File: config.mk
export PLATFORM = sky130hd
export DESIGN_NAME = ps2_host_cmd
export DESIGN_NICKNAME = d
export VERILOG_FILES = /design/src/rtl/ps2_host_cmd.sv
export SDC_FILE = /design/constraint.sdc
export NUM_CORES = 1
export LEC_CHECK = 0
export CAP_MARGIN = 20
export CORE_UTILIZATION = 60
export DETAILED_ROUTE_END_ITERATION = 10
export PLACE_DENSITY = 0.81
export SYNTH_ARGS = -nofsm -noshare
export SYNTH_HDL_FRONTEND = slang
export SYNTH_SLANG_ARGS = --single-unit
File: constraint.sdc
create_clock -name clock -period 5.7 [get_ports clock]
set_input_delay 1.425 -clock clock [delete_from_list [all_inputs] [get_ports clock]]
set_output_delay 1.425 -clock clock [all_outputs]
set_load 0.01 [all_outputs]
File: src/rtl/ps2_host_cmd.sv
// ps2_host_cmd: PS/2 host-to-device command controller.
// Queues command bytes, inhibits the bus, shifts each byte out on the device
// clock with odd parity, checks the line ACK and waits for the device reply
// (0xFA accept / 0xFE resend) from the shared receive path.
// Optional feature macro: PS2_RESEND_EN (resend the byte on 0xFE, up to MAX_RETRY
// resends). Without it a 0xFE reply aborts the command at once.
// INHIBIT_CYCLES must be smaller than TIMEOUT_CYCLES; FIFO_DEPTH is a power of two >= 2.
module ps2_host_cmd #(
  parameter int INHIBIT_CYCLES = 600,
  parameter int TIMEOUT_CYCLES = 120000,
  parameter int FIFO_DEPTH     = 4
`ifdef PS2_RESEND_EN
  ,
  parameter int MAX_RETRY      = 3
`endif
) (
  input  logic       clock,
  input  logic       reset,
  input  logic       ce,
  input  logic       ps2c_i,
  input  logic       ps2d_i,
  output logic       ps2c_oe,
  output logic       ps2d_oe,
  input  logic       cmd_valid,
  input  logic [7:0] cmd_data,
  output logic       cmd_ready,
  input  logic       rx_valid,
  input  logic [7:0] rx_data,
  output logic       busy,
  output logic       err
);

  localparam int AW = $clog2(FIFO_DEPTH);
  localparam int CW = AW + 1;
  localparam int TW = $clog2(TIMEOUT_CYCLES + 1);
`ifdef PS2_RESEND_EN
  localparam int RW = $clog2(MAX_RETRY + 1);
`endif

  typedef enum logic [2:0] {
    S_IDLE, S_INHIBIT, S_RTS, S_SHIFT, S_ACKBIT, S_RESP, S_ABORT
  } state_t;

  // Odd parity bit for a PS/2 frame: 1 when the byte holds an even number of ones.
  function automatic logic odd_parity(input logic [7:0] b);
    return ~^b;
  endfunction

  state_t          state_r;
  logic [7:0]      fifo_mem_r [FIFO_DEPTH];
  logic [AW-1:0]   rd_ptr_r, wr_ptr_r;
  logic [CW-1:0]   count_r;
  logic [7:0]      filt_sh_r;
  logic            filt_lvl_r;
  logic [TW-1:0]   tick_r;
  logic [3:0]      bit_r;
  logic [9:0]      frame_r;
  logic            err_r, c_oe_r, d_oe_r;
`ifdef PS2_RESEND_EN
  logic [RW-1:0]   retry_r;
`endif

  logic            push_s, pop_s, fall_s, timeout_s;
  logic [7:0]      filt_next_s, head_s;

  assign cmd_ready   = (count_r != CW'(FIFO_DEPTH));
  assign busy        = (state_r != S_IDLE) || (count_r != {CW{1'b0}});
  assign err         = err_r;
  assign ps2c_oe     = c_oe_r;
  assign ps2d_oe     = d_oe_r;
  assign push_s      = ce & cmd_valid & cmd_ready;
  assign head_s      = fifo_mem_r[rd_ptr_r];
  assign filt_next_s = {filt_sh_r[6:0], ps2c_i};
  // A falling edge is the filtered level dropping from high to all-low samples;
  // our own clock inhibit never counts as a device edge.
  assign fall_s      = ce & ~c_oe_r & filt_lvl_r & (filt_next_s == 8'h00);
  assign timeout_s   = (state_r != S_IDLE) && (state_r != S_ABORT) &&
                       (tick_r == TW'(TIMEOUT_CYCLES - 1));

  // Head byte leaves the queue on an accepted reply or on any abort.
  always_comb begin
    pop_s = 1'b0;
    if (ce && state_r == S_ABORT) begin
      pop_s = 1'b1;
    end else if (ce && !timeout_s && state_r == S_RESP && rx_valid && rx_data == 8'hFA) begin
      pop_s = 1'b1;
    end else begin
      pop_s = 1'b0;
    end
  end

  // Glitch filter on the sampled PS/2 clock; held released while we inhibit the bus.
  always_ff @(posedge clock or posedge reset) begin
    if (reset) begin
      filt_sh_r  <= 8'hFF;
      filt_lvl_r <= 1'b1;
    end else if (ce) begin
      if (c_oe_r) begin
        filt_sh_r  <= 8'hFF;
        filt_lvl_r <= 1'b1;
      end else begin
        filt_sh_r <= filt_next_s;
        if (&filt_next_s)       filt_lvl_r <= 1'b1;
        else if (~|filt_next_s) filt_lvl_r <= 1'b0;
      end
    end
  end

  // Queue storage; contents need no reset because count gates every read.
  always_ff @(posedge clock) begin
    if (push_s) fifo_mem_r[wr_ptr_r] <= cmd_data;
  end

  // Queue pointers and occupancy; push and pop in one tick both take effect.
  always_ff @(posedge clock or posedge reset) begin
    if (reset) begin
      rd_ptr_r <= {AW{1'b0}};
      wr_ptr_r <= {AW{1'b0}};
      count_r  <= {CW{1'b0}};
    end else begin
      if (push_s) wr_ptr_r <= wr_ptr_r + AW'(1);
      if (pop_s)  rd_ptr_r <= rd_ptr_r + AW'(1);
      case ({push_s, pop_s})
        2'b10:   count_r <= count_r + CW'(1);
        2'b01:   count_r <= count_r - CW'(1);
        default: count_r <= count_r;
      endcase
    end
  end

  // Command FSM: inhibit, request-to-send, shift out, ACK check, reply wait.
  always_ff @(posedge clock or posedge reset) begin
    if (reset) begin
      state_r <= S_IDLE;
      c_oe_r  <= 1'b0;
      d_oe_r  <= 1'b0;
      err_r   <= 1'b0;
      tick_r  <= {TW{1'b0}};
      bit_r   <= 4'd0;
      frame_r <= 10'd0;
`ifdef PS2_RESEND_EN
      retry_r <= {RW{1'b0}};
`endif
    end else if (ce) begin
      if (push_s) err_r <= 1'b0;
      if (timeout_s) begin
        state_r <= S_ABORT;
        tick_r  <= {TW{1'b0}};
      end else begin
        case (state_r)
          S_IDLE: begin
            tick_r <= {TW{1'b0}};
            if (count_r != {CW{1'b0}}) begin
              frame_r <= {1'b1, odd_parity(head_s), head_s};
              c_oe_r  <= 1'b1;
              d_oe_r  <= 1'b0;
              state_r <= S_INHIBIT;
            end
          end
          S_INHIBIT: begin
            if (tick_r == TW'(INHIBIT_CYCLES - 1)) begin
              tick_r  <= {TW{1'b0}};
              state_r <= S_RTS;
            end else begin
              tick_r <= tick_r + TW'(1);
            end
          end
          S_RTS: begin
            // Start bit: data low and clock released on the same tick.
            d_oe_r  <= 1'b1;
            c_oe_r  <= 1'b0;
            bit_r   <= 4'd0;
            tick_r  <= {TW{1'b0}};
            state_r <= S_SHIFT;
          end
          S_SHIFT: begin
            if (fall_s) begin
              tick_r <= {TW{1'b0}};
              d_oe_r <= ~frame_r[bit_r];
              if (bit_r == 4'd9) state_r <= S_ACKBIT;
              else               bit_r   <= bit_r + 4'd1;
            end else begin
              tick_r <= tick_r + TW'(1);
            end
          end
          S_ACKBIT: begin
            if (fall_s) begin
              tick_r  <= {TW{1'b0}};
              state_r <= ps2d_i ? S_ABORT : S_RESP;
            end else begin
              tick_r <= tick_r + TW'(1);
            end
          end
          S_RESP: begin
            if (rx_valid && rx_data == 8'hFA) begin
              tick_r  <= {TW{1'b0}};
              state_r <= S_IDLE;
`ifdef PS2_RESEND_EN
              retry_r <= {RW{1'b0}};
`endif
            end else if (rx_valid && rx_data == 8'hFE) begin
              tick_r <= {TW{1'b0}};
`ifdef PS2_RESEND_EN
              // The count records resends already made; the first 0xFE
              // beyond the limit gives up.
              if (retry_r < RW'(MAX_RETRY)) begin
                retry_r <= retry_r + RW'(1);
                c_oe_r  <= 1'b1;
                d_oe_r  <= 1'b0;
                state_r <= S_INHIBIT;
              end else begin
                state_r <= S_ABORT;
              end
`else
              state_r <= S_ABORT;
`endif
            end else begin
              tick_r <= tick_r + TW'(1);
            end
          end
          S_ABORT: begin
            c_oe_r  <= 1'b0;
            d_oe_r  <= 1'b0;
            err_r   <= 1'b1;
            tick_r  <= {TW{1'b0}};
            state_r <= S_IDLE;
`ifdef PS2_RESEND_EN
            retry_r <= {RW{1'b0}};
`endif
          end
          default: begin
            c_oe_r  <= 1'b0;
            d_oe_r  <= 1'b0;
            tick_r  <= {TW{1'b0}};
            state_r <= S_IDLE;
          end
        endcase
      end
    end
  end

endmodule

* Yosys cells after proc, flatten, opt, wreduce, memory -nomap -nowiden
Memory sizes are Yosys's and may differ from the RTL's.
Cells that the tools add are included.
** Word-level totals
- Bits in registers :: 52
- Memory bits (writable) :: 32
- Memories kept :: 1
** Memory list
- fifo_mem_r :: words 4, bits a word 8, read ports 1, clocked after Yosys merged registers in 0, wr ports 1, RTL line 50 : logic [7:0] fifo_mem_r [FIFO_DEPTH];
** Operators by class
- Add/sub/neg operators :: 6
- Magnitude comparators :: 1
- Eq/ne operators :: 25
- Multiplexer cells :: 38
- Bitwise logic cells :: 10
- Reduce and logical (&&, ||, !) cells :: 29
** Operators by type and width (count)
- 2-to-1 mux 17 bit :: 5
- case mux 17 bit (3 select lines) :: 1
- 2-to-1 mux 3 bit :: 8
- != test 3 bit (second input constant) :: 8
- case mux 3 bit (6 select lines) :: 1
- adder 17 x 1 -> 17 bit (second input constant) :: 1
- equality test 17 x 10 -> 1 bit (second input constant) :: 1
- equality test 17 bit (second input constant) :: 1
- equality test 8 bit (second input constant) :: 2
- 2-to-1 mux 1 bit :: 14
- AND reduction 5 bit :: 2
- equality test 3 bit (second input constant) :: 3
- logical AND 1 bit :: 9
- zero test 8 bit :: 1
- 2-to-1 mux 4 bit :: 2
- case mux 4 bit (2 select lines) :: 1
- AND reduction 4 bit :: 2
- AND reduction 8 bit :: 1
- OR reduction 8 bit :: 1
- XNOR reduction 8 bit :: 1
- 2-to-1 mux 7 bit :: 1
- AND reduction 7 bit :: 1
- equality test 3 x 2 -> 1 bit (second input constant) :: 2
- != test 2 bit (second input constant) :: 3
- 26 further kinds :: 37

* Depth between registers and ports, before layout
Gate-level depths: netlist (run 1).
- Depth in word-level cells :: 12
- Mapped depth :: 12
- Gate-level depth less buffers :: 11

* Worst setup path before layout (run 1)
Ideal clock, no wire load.
- Path type :: input to register
- From :: input port rx_data[0]
- To :: register count_r[2]
- Arrival time :: 3180 ps
- Required time :: 5621 ps
- Setup slack :: 2441 ps
- Stages :: 10
- Path buffers :: 0
- Path through :: nand4b_1 -> nor4_1 -> o41ai_1 -> a21oi_1 -> ha_1 -> inv_1 -> fa_1 -> xor2_1 -> nor2_1 -> xor2_1
** On the way
- Longest elaborated chain between the ends :: 6
- Elaborated cells between the ends (all ways) :: 8
- Classes of those cells :: eq/ne (3); mux (3); reduce/logical (2)
** Ends and longest elaborated chain
- from (decl) :: RTL line 28 : input logic [7:0] rx_data,
- equality test 8 bit (*) :: RTL line 85 : end else if (ce && !timeout_s && state_r == S_RESP && rx_valid && rx_data == 8'hFA) begin
- logical AND 1 bit (*) :: RTL line 85
- 2-to-1 mux 1 bit (*) :: RTL line 85
- 2-to-1 mux 1 bit (*) :: RTL line 83 : if (ce && state_r == S_ABORT) begin
- via pop_s :: RTL line 63 : logic push_s, pop_s, fall_s, timeout_s;
- equality test 2 x 1 -> 1 bit / equality test 2 bit (equally long branches) :: RTL line 123 : case ({push_s, pop_s})
- case mux 3 bit (2 select lines) / nonzero test 2 bit (equally long branches)
- to (signal assigned) :: RTL line 124 : 2'b10: count_r <= count_r + CW'(1);
- to (signal assigned) :: RTL line 125 : 2'b01: count_r <= count_r - CW'(1);
- to (signal assigned) :: RTL line 126 : default: count_r <= count_r;
- to (decl) :: RTL line 52 : logic [CW-1:0] count_r;
Mark *: on every way through the listed nets, which the timed path passes. The rest lies on a longest branch.
A chain may end at the register's enable or synchronous reset.

* Final worst setup path (run 1)
- From :: input port rx_data[6]
- To :: register count_r[2]
Same word-level chain as after synthesis.

==> run_results.csv, run 1 <==
group,metric,value,unit
timing,timing.final.crit_share,64.1,%
placement,place_congestion,0.805,
yosys,ys_seq_elements,84,
yosys,synth_top_area_share,26.5,%
yosys,yosysUniqueCellTypes,55,
critical_path,cpPeakStageDelay,0.47,ns
yosys,syn_area,0.00416,mm²
route,ant_nets,0,
critical_path,worst-path-buf-inv,2,
route,via_per_inst,6.13,
yosys,yosysWarnings,0,
timing,rsz0062_at_grt,"false",
cells_and_area,drive_gt1_share,12.9,%
yosys,ys_top_cells_by_area,"dfrtp_1 26%, edfxtp_1 23%, mux4_2 5.4%",
cells_and_area,syn_to_final_growth,11.7,%
clock_tree,ctsHoldBuffers,0,
route,drt_iter0_markers,220,
global_routing,grt_pass1_wl,13000,µm
clock_tree,cts_root_buffer,"clkbuf_8",
critical_path,rrSetupSlack,2.78,ns
clock_tree,post-cts-setup-buffers,0,
yosys,syn_nets,394,
floorplan,start_util,63.7,%
critical_path,crit_required,5.98,ns
cells_and_area,nFillCells,441,
timing,fmax,274,MHz
clock_tree,clk_pin_slew,0.09,ns
global_routing,antenna_found_initial,0,
clock_tree,h-tree-depth,3,
yosys,yosys.area.top_type,"dfrtp_1",
timing,worst_pin_slew,0.601,ns
yosys,synthCells,362,
route,routedWlPerCell,16.5,µm
timing,slew_violations,0,
critical_path,end_kind,"flip-flop",
timing,fin_crit,3.65,ns
timing,finalSetupTns,0,ns
yosys,syn-mean-instance-area,11.5,µm²
min_path,hold_class,"reg2reg",
timing,fin_worst_skew,0.0121,ns
critical_path,crit_type,"in2reg",
critical_path,cp_top_family,"adder cells",
yosys,ys_seq_area_share,54.6,%
critical_path,worst_path_most_repeated_cell,"xor2_1",
critical_path,worstPathArrival,3.93,ns
placement,port_buffers,27,
global_routing,grt_max_degree,53,
timing,slew_headroom,59.6,%
route,wl,7690,µm
clock_tree,cts-buffers-inserted,9,
timing,finalSetupViolCount,0,
global_routing,grt.overflow.total,0,
floorplan,row_count,29,
yosys,async_flop_share,61.9,%
flow_run,cap_viol_max_count,0,
clock_tree,cts_resized,0,
yosys,synth_edf_count,32,
floorplan,die_area,0.00727,mm²
critical_path,startpoint_type,"input pin",
placement,place_area,0.00444,mm²
global_routing,grt_pass1_vias,2724,
floorplan,coreArea,0.00653,mm²
global_routing,grtUsageTotal,23.3,%
clock_tree,cts_max_path_buffers,2,
power,ir_drop,0.000226,V
power,p_leak,1.79,nW
clock_tree,cts_tree,"yes",
critical_path,worstPathCellList,"clkdlybuf4s50_1, nand4_1, nor4_1, o41ai_1, a21oi_1, ha_1, inv_1, fa_1, xor2_1, nor2_1, xor2_1",
run_status,status,"finished clean",
clock_tree,clkSinkCount,84,
critical_path,worst-path-max-fanout,3,
floorplan,fp.dieW,85.2,µm
cells_and_area,final_cell_area,0.00465,mm²
placement,detailed_place_hpwl,5370,µm
route,vias,2852,
critical_path,worst_path_max_delay_cell,"clkdlybuf4s50_1",
route,first_pass_iters,5,
cells_and_area,fin_nets,415,
floorplan,die_h,85.2,µm
floorplan,io_pins,28,
route,drc,0,
timing,hold_violations,0,
yosys,synth_ff_type,"dfrtp_1",
power,p_per_area,416,mW/mm²
cells_and_area,n_antenna_cell,0,
clock_tree,clock_latency,0.35,ns
-- stage by stage --
step,total power [mW],setup slack (ns),cells,hold slack (ns),utilization [%]
4_1_cts,1.94,2.07,464,0.457,70.8
5_1_grt,2.06,1.89,465,0.466,71.1
3_5_place_dp,1.55,1.70,448,0.444,68.0
6_report,1.93,2.05,465,0.455,71.1
3_3_place_gp,1.52,1.81,448,0.440,68.0
2_1_floorplan,1.41,2.44,362,0.432,-
-- path summary, 6_finish.rpt --
| kind | start | endpoint | cells after the start |
|---|---|---|---|
| min reg2reg | filt_lvl_r | filt_lvl_r | 2 |
| max | rx_data[6] | count_r[2] | 11 |
| min in group asynchronous | reset | ps2c_oe | 2 |
| max in group asynchronous | reset | filt_sh_r[4] | 3 |
| max reg2reg | state_r[2] | count_r[2] | 10 |
| min | filt_lvl_r | filt_lvl_r | 2 |
-- layout by cell type, fill, tap and decap left out, types with 10 or more instances in the layout --
master	Yosys	routed
a21oi_1	23	23
clkdlybuf4s50_1	0	27
dfrtp_1	44	44
edfxtp_1	32	32
inv_1	13	12
mux4_2	10	10
nand2_1	24	24
nand3_1	12	12
nor2_1	33	33
o21ai_0	15	15
xnor2_1	10	10
-- cell type report --
type | instances | area [µm²] | share of cell area, %
clock buffer | 9 | 124 | 2.67
inverter | 13 | 48.8 | 1.05
tap | 77 | 96.3 | 2.07
clock inverter | 7 | 57.6 | 1.24
multi-input combinational | 246 | 1750 | 37.7
sequential | 84 | 2270 | 48.9
timing repair buffer | 29 | 298 | 6.41
-- state kept, by name, indices dropped and copies added (netlist names) --
| signal | flops |
|---|---|
| fifo_mem_r | 32 |
| filt_lvl_r | 1 |
| rd_ptr_r | 2 |
| frame_r | 10 |
| err | 1 |
| state_r | 3 |
| wr_ptr_r | 2 |
| tick_r | 17 |
| filt_sh_r | 7 |
| count_r | 3 |
| ps2d_oe | 1 |
| ps2c_oe | 1 |
| bit_r | 4 |
-- Yosys cell counts (all sizes together) (7+ instances only) --
library cell and instances:
dfrtp 44, nor2 33, edfxtp 32, nand2 24
a21oi 23, o21ai 15, inv 13, clkbuf 12
nand3 12, mux4 10, xnor2 10, a31oi 9
mux2 9, dfstp 8, ha 8, a22o 7
and3 7, buf 7
-- metal layers --
metal  up-vias  part of all wire (%)  track usage [%]
met1      1399                    47             32.8
met2        69                    47             36.5
li1       1369                     -                -
met5         -                     0                0
met3        15                   4.3             4.09
met4         0                   1.6             8.94
-- logic make-up (layout without fill, tap and decap cells) --
logic type	after synthesis	count (layout)	synth area share (%)
DFF	84	84	54.6
muxes	23	23	8.82
xor gates and xnor gates	16	16	3.37
adders and majority gates	9	9	2.89
AOI/OAI and AO/OA	75	75	12.0
buffers and inverters	32	58	3.28
and+or+nand+nor	123	123	15.0
-- worst reg2reg max path, delay by kind of cell, from the launching register on --
family,cells,cell delay [ns]
simple gates,3,0.74
flops,1,0.65
fa+ha+maj,2,0.63
compound gates,2,0.44
xor+xnor,2,0.33
buf+inv,1,0.06
-- report_power, final --
group          internal [mW]  leakage, nW  total, mW  switching [mW]
Combinational          0.338        0.759      0.639           0.302
Sequential             0.752        0.941      0.900           0.148
Clock                  0.165       0.0902      0.395           0.230
Power figures use the tool's default switching activity.
==> run 2, diff against run 1 <==
Settings changed: CORE_UTILIZATION 60 to 59, PLACE_DENSITY 0.81 to 0.8.
Clock period 5.7 ns to 3.4 ns, I/O delays scaled along.
==> run 2 against run 1 <==
Total power is 69% higher. Non-clock buffer count is 4 higher. Register-to-register slack worse by 2.2 ns. Combinational power is 69% higher. Wire length is 0.48% higher. Count of clock-buffer cells in the layout stayed put. Sequential power is 68% higher. Flip-flop and latch count stayed put. Worst hold slack better by 0.0054 ns. Utilization is 1.9 points lower.
==> run_results.csv, run 2 (synthesized netlist as in run 1, its figures left out) <==
group,metric,value,unit
timing,slew_headroom,62.4,%
global_routing,grt.overflow.total,0,
power,p_total,3.27,mW
power,p_per_area,696,mW/mm²
global_routing,grt_pass1_vias,2668,
global_routing,grt_pass1_wl,13000,µm
timing,fin_crit,3.08,ns
power,p_leak,1.81,nW
floorplan,die_area,0.00739,mm²
cells_and_area,mostFrequentLayoutCell,"dfrtp_1",
route,drt_iter0_markers,206,
critical_path,crit_type,"in2reg",
cells_and_area,drive_gt1_share,14.0,%
global_routing,antenna_found_initial,0,
clock_tree,clock_latency,0.37,ns
placement,detailed_place_hpwl,5360,µm
cells_and_area,n_antenna_cell,0,
timing,worst_pin_slew,0.563,ns
clock_tree,cts-buffers-inserted,9,
run_status,status,"finished clean",
floorplan,coreArea,0.00679,mm²
route,drc,0,
critical_path,end_kind,"flip-flop",
placement,placedCellCount,471,
cells_and_area,final_cell_mix,"44 x dfrtp_1, 33 x nor2_1, 32 x edfxtp_1",
route,vias,2833,
timing,finalSetupViolCount,0,
timing,fin_worst_skew,0.0160,ns
clock_tree,cts_resized,0,
power,ir_drop,0.000400,V
cells_and_area,fin_nets,419,
cells_and_area,largest_register,"fifo_mem_r",
floorplan,row_count,30,
route,first_pass_iters,4,
clock_tree,ctsHoldBuffers,0,
timing,fmax,324,MHz
route,via_per_inst,5.81,
timing,slew_violations,0,
cells_and_area,nFillCells,520,
timing,rsz0062_at_grt,"false",
cells_and_area,largest_reg_flops,32,
min_path,hold_class,"reg2reg",
route,ant_nets,0,
timing,timing.final.crit_share,90.7,%
floorplan,io_pins,28,
critical_path,crit_required,3.69,ns
critical_path,rrSetupSlack,0.54,ns
global_routing,grt_max_degree,47,
cells_and_area,fin_cells,488,
global_routing,grtUsageTotal,23.1,%
flow_run,cap_viol_max_count,0,
floorplan,fp.dieW,85.9,µm
floorplan,die_h,85.9,µm
critical_path,worst-path-max-fanout,2,
cells_and_area,top_regs,"fifo_mem_r: 32 flops, tick_r: 17 flops, frame_r: 10 flops",
placement,port_buffers,27,
clock_tree,cts_root_buffer,"clkbuf_8",
timing,hold_violations,0,
clock_tree,cts_tree,"yes",
clock_tree,clkSinkCount,84,
cells_and_area,final_cell_area,0.00471,mm²
placement,place_congestion,0.844,
floorplan,start_util,61.2,%
critical_path,worstPathArrival,3.38,ns
clock_tree,clk_pin_slew,0.09,ns
clock_tree,post-cts-setup-buffers,0,
clock_tree,cts_max_path_buffers,2,
route,routedWlPerCell,15.8,µm
clock_tree,h-tree-depth,3,
placement,place_area,0.00450,mm²
route,wl,7730,µm
cells_and_area,syn_to_final_growth,13.2,%
critical_path,startpoint_type,"input pin",
==> run 2: layout make-up <==
| cell class | count | area [µm²] | area share [%] |
|---|---|---|---|
| Sequential cell | 84 | 2270 | 48.3 |
| Multi-Input combinational cell | 246 | 1750 | 37.2 |
| Timing Repair Buffer | 33 | 328 | 6.97 |
| Clock buffer | 9 | 124 | 2.63 |
| Tap cell | 96 | 120 | 2.55 |
| Clock inverter | 7 | 63.8 | 1.36 |
| Inverter | 13 | 48.8 | 1.04 |
==> run 2: report_power, final <==
group          internal, mW  total, mW  switching (mW)  leakage (nW)
Combinational         0.568       1.08           0.510         0.779
Sequential             1.26       1.51           0.247         0.941
Clock                 0.283      0.689           0.406        0.0907
==> run 2: metal layers <==
layer  share of wire, %  vias up  global-route usage (%)
li1                   -     1367                       -
met1                 48     1394                    32.7
met2                 47       64                    34.5
met3                4.1        8                    5.58
met4                1.1        0                    9.24
met5                  0        -                       0
==> run 2: worst max-delay path: stages <==
cell             delay [ns]
clkdlybuf4s50_1        0.42
nand4b_1               0.21
nor4_1                 0.40
o41ai_1                0.14
a21oi_1                0.24
ha_1                   0.23
inv_1                  0.06
fa_1                   0.37
xor2_1                 0.17
nor2_1                 0.14
xor2_1                 0.15
==> run 2: worst paths after layout <==
path / from / end / cells past startpoint
setup / recovery: rx_data[0] / count_r[2] / 11
hold / removal: filt_lvl_r / filt_lvl_r / 2
setup reg to reg: state_r[2] / count_r[2] / 10
hold reg to reg: filt_lvl_r / filt_lvl_r / 2
max in group asynchronous: reset / filt_sh_r[4] / 3
min in group asynchronous: reset / state_r[2] / 2
==> run 2: per-stage QoR <==
stage                     hold slack, ns  setup TNS (ns)  setup slack, ns  utilization [%]
final                              0.461               0            0.317             69.3
after global routing               0.489               0            0.160             69.3
after CTS                          0.462               0            0.377             69.0
after detailed placement           0.447        -0.00987         -0.00987             66.2
after global placement             0.442               0           0.0964             66.2
after floorplan                    0.432               0            0.716                -
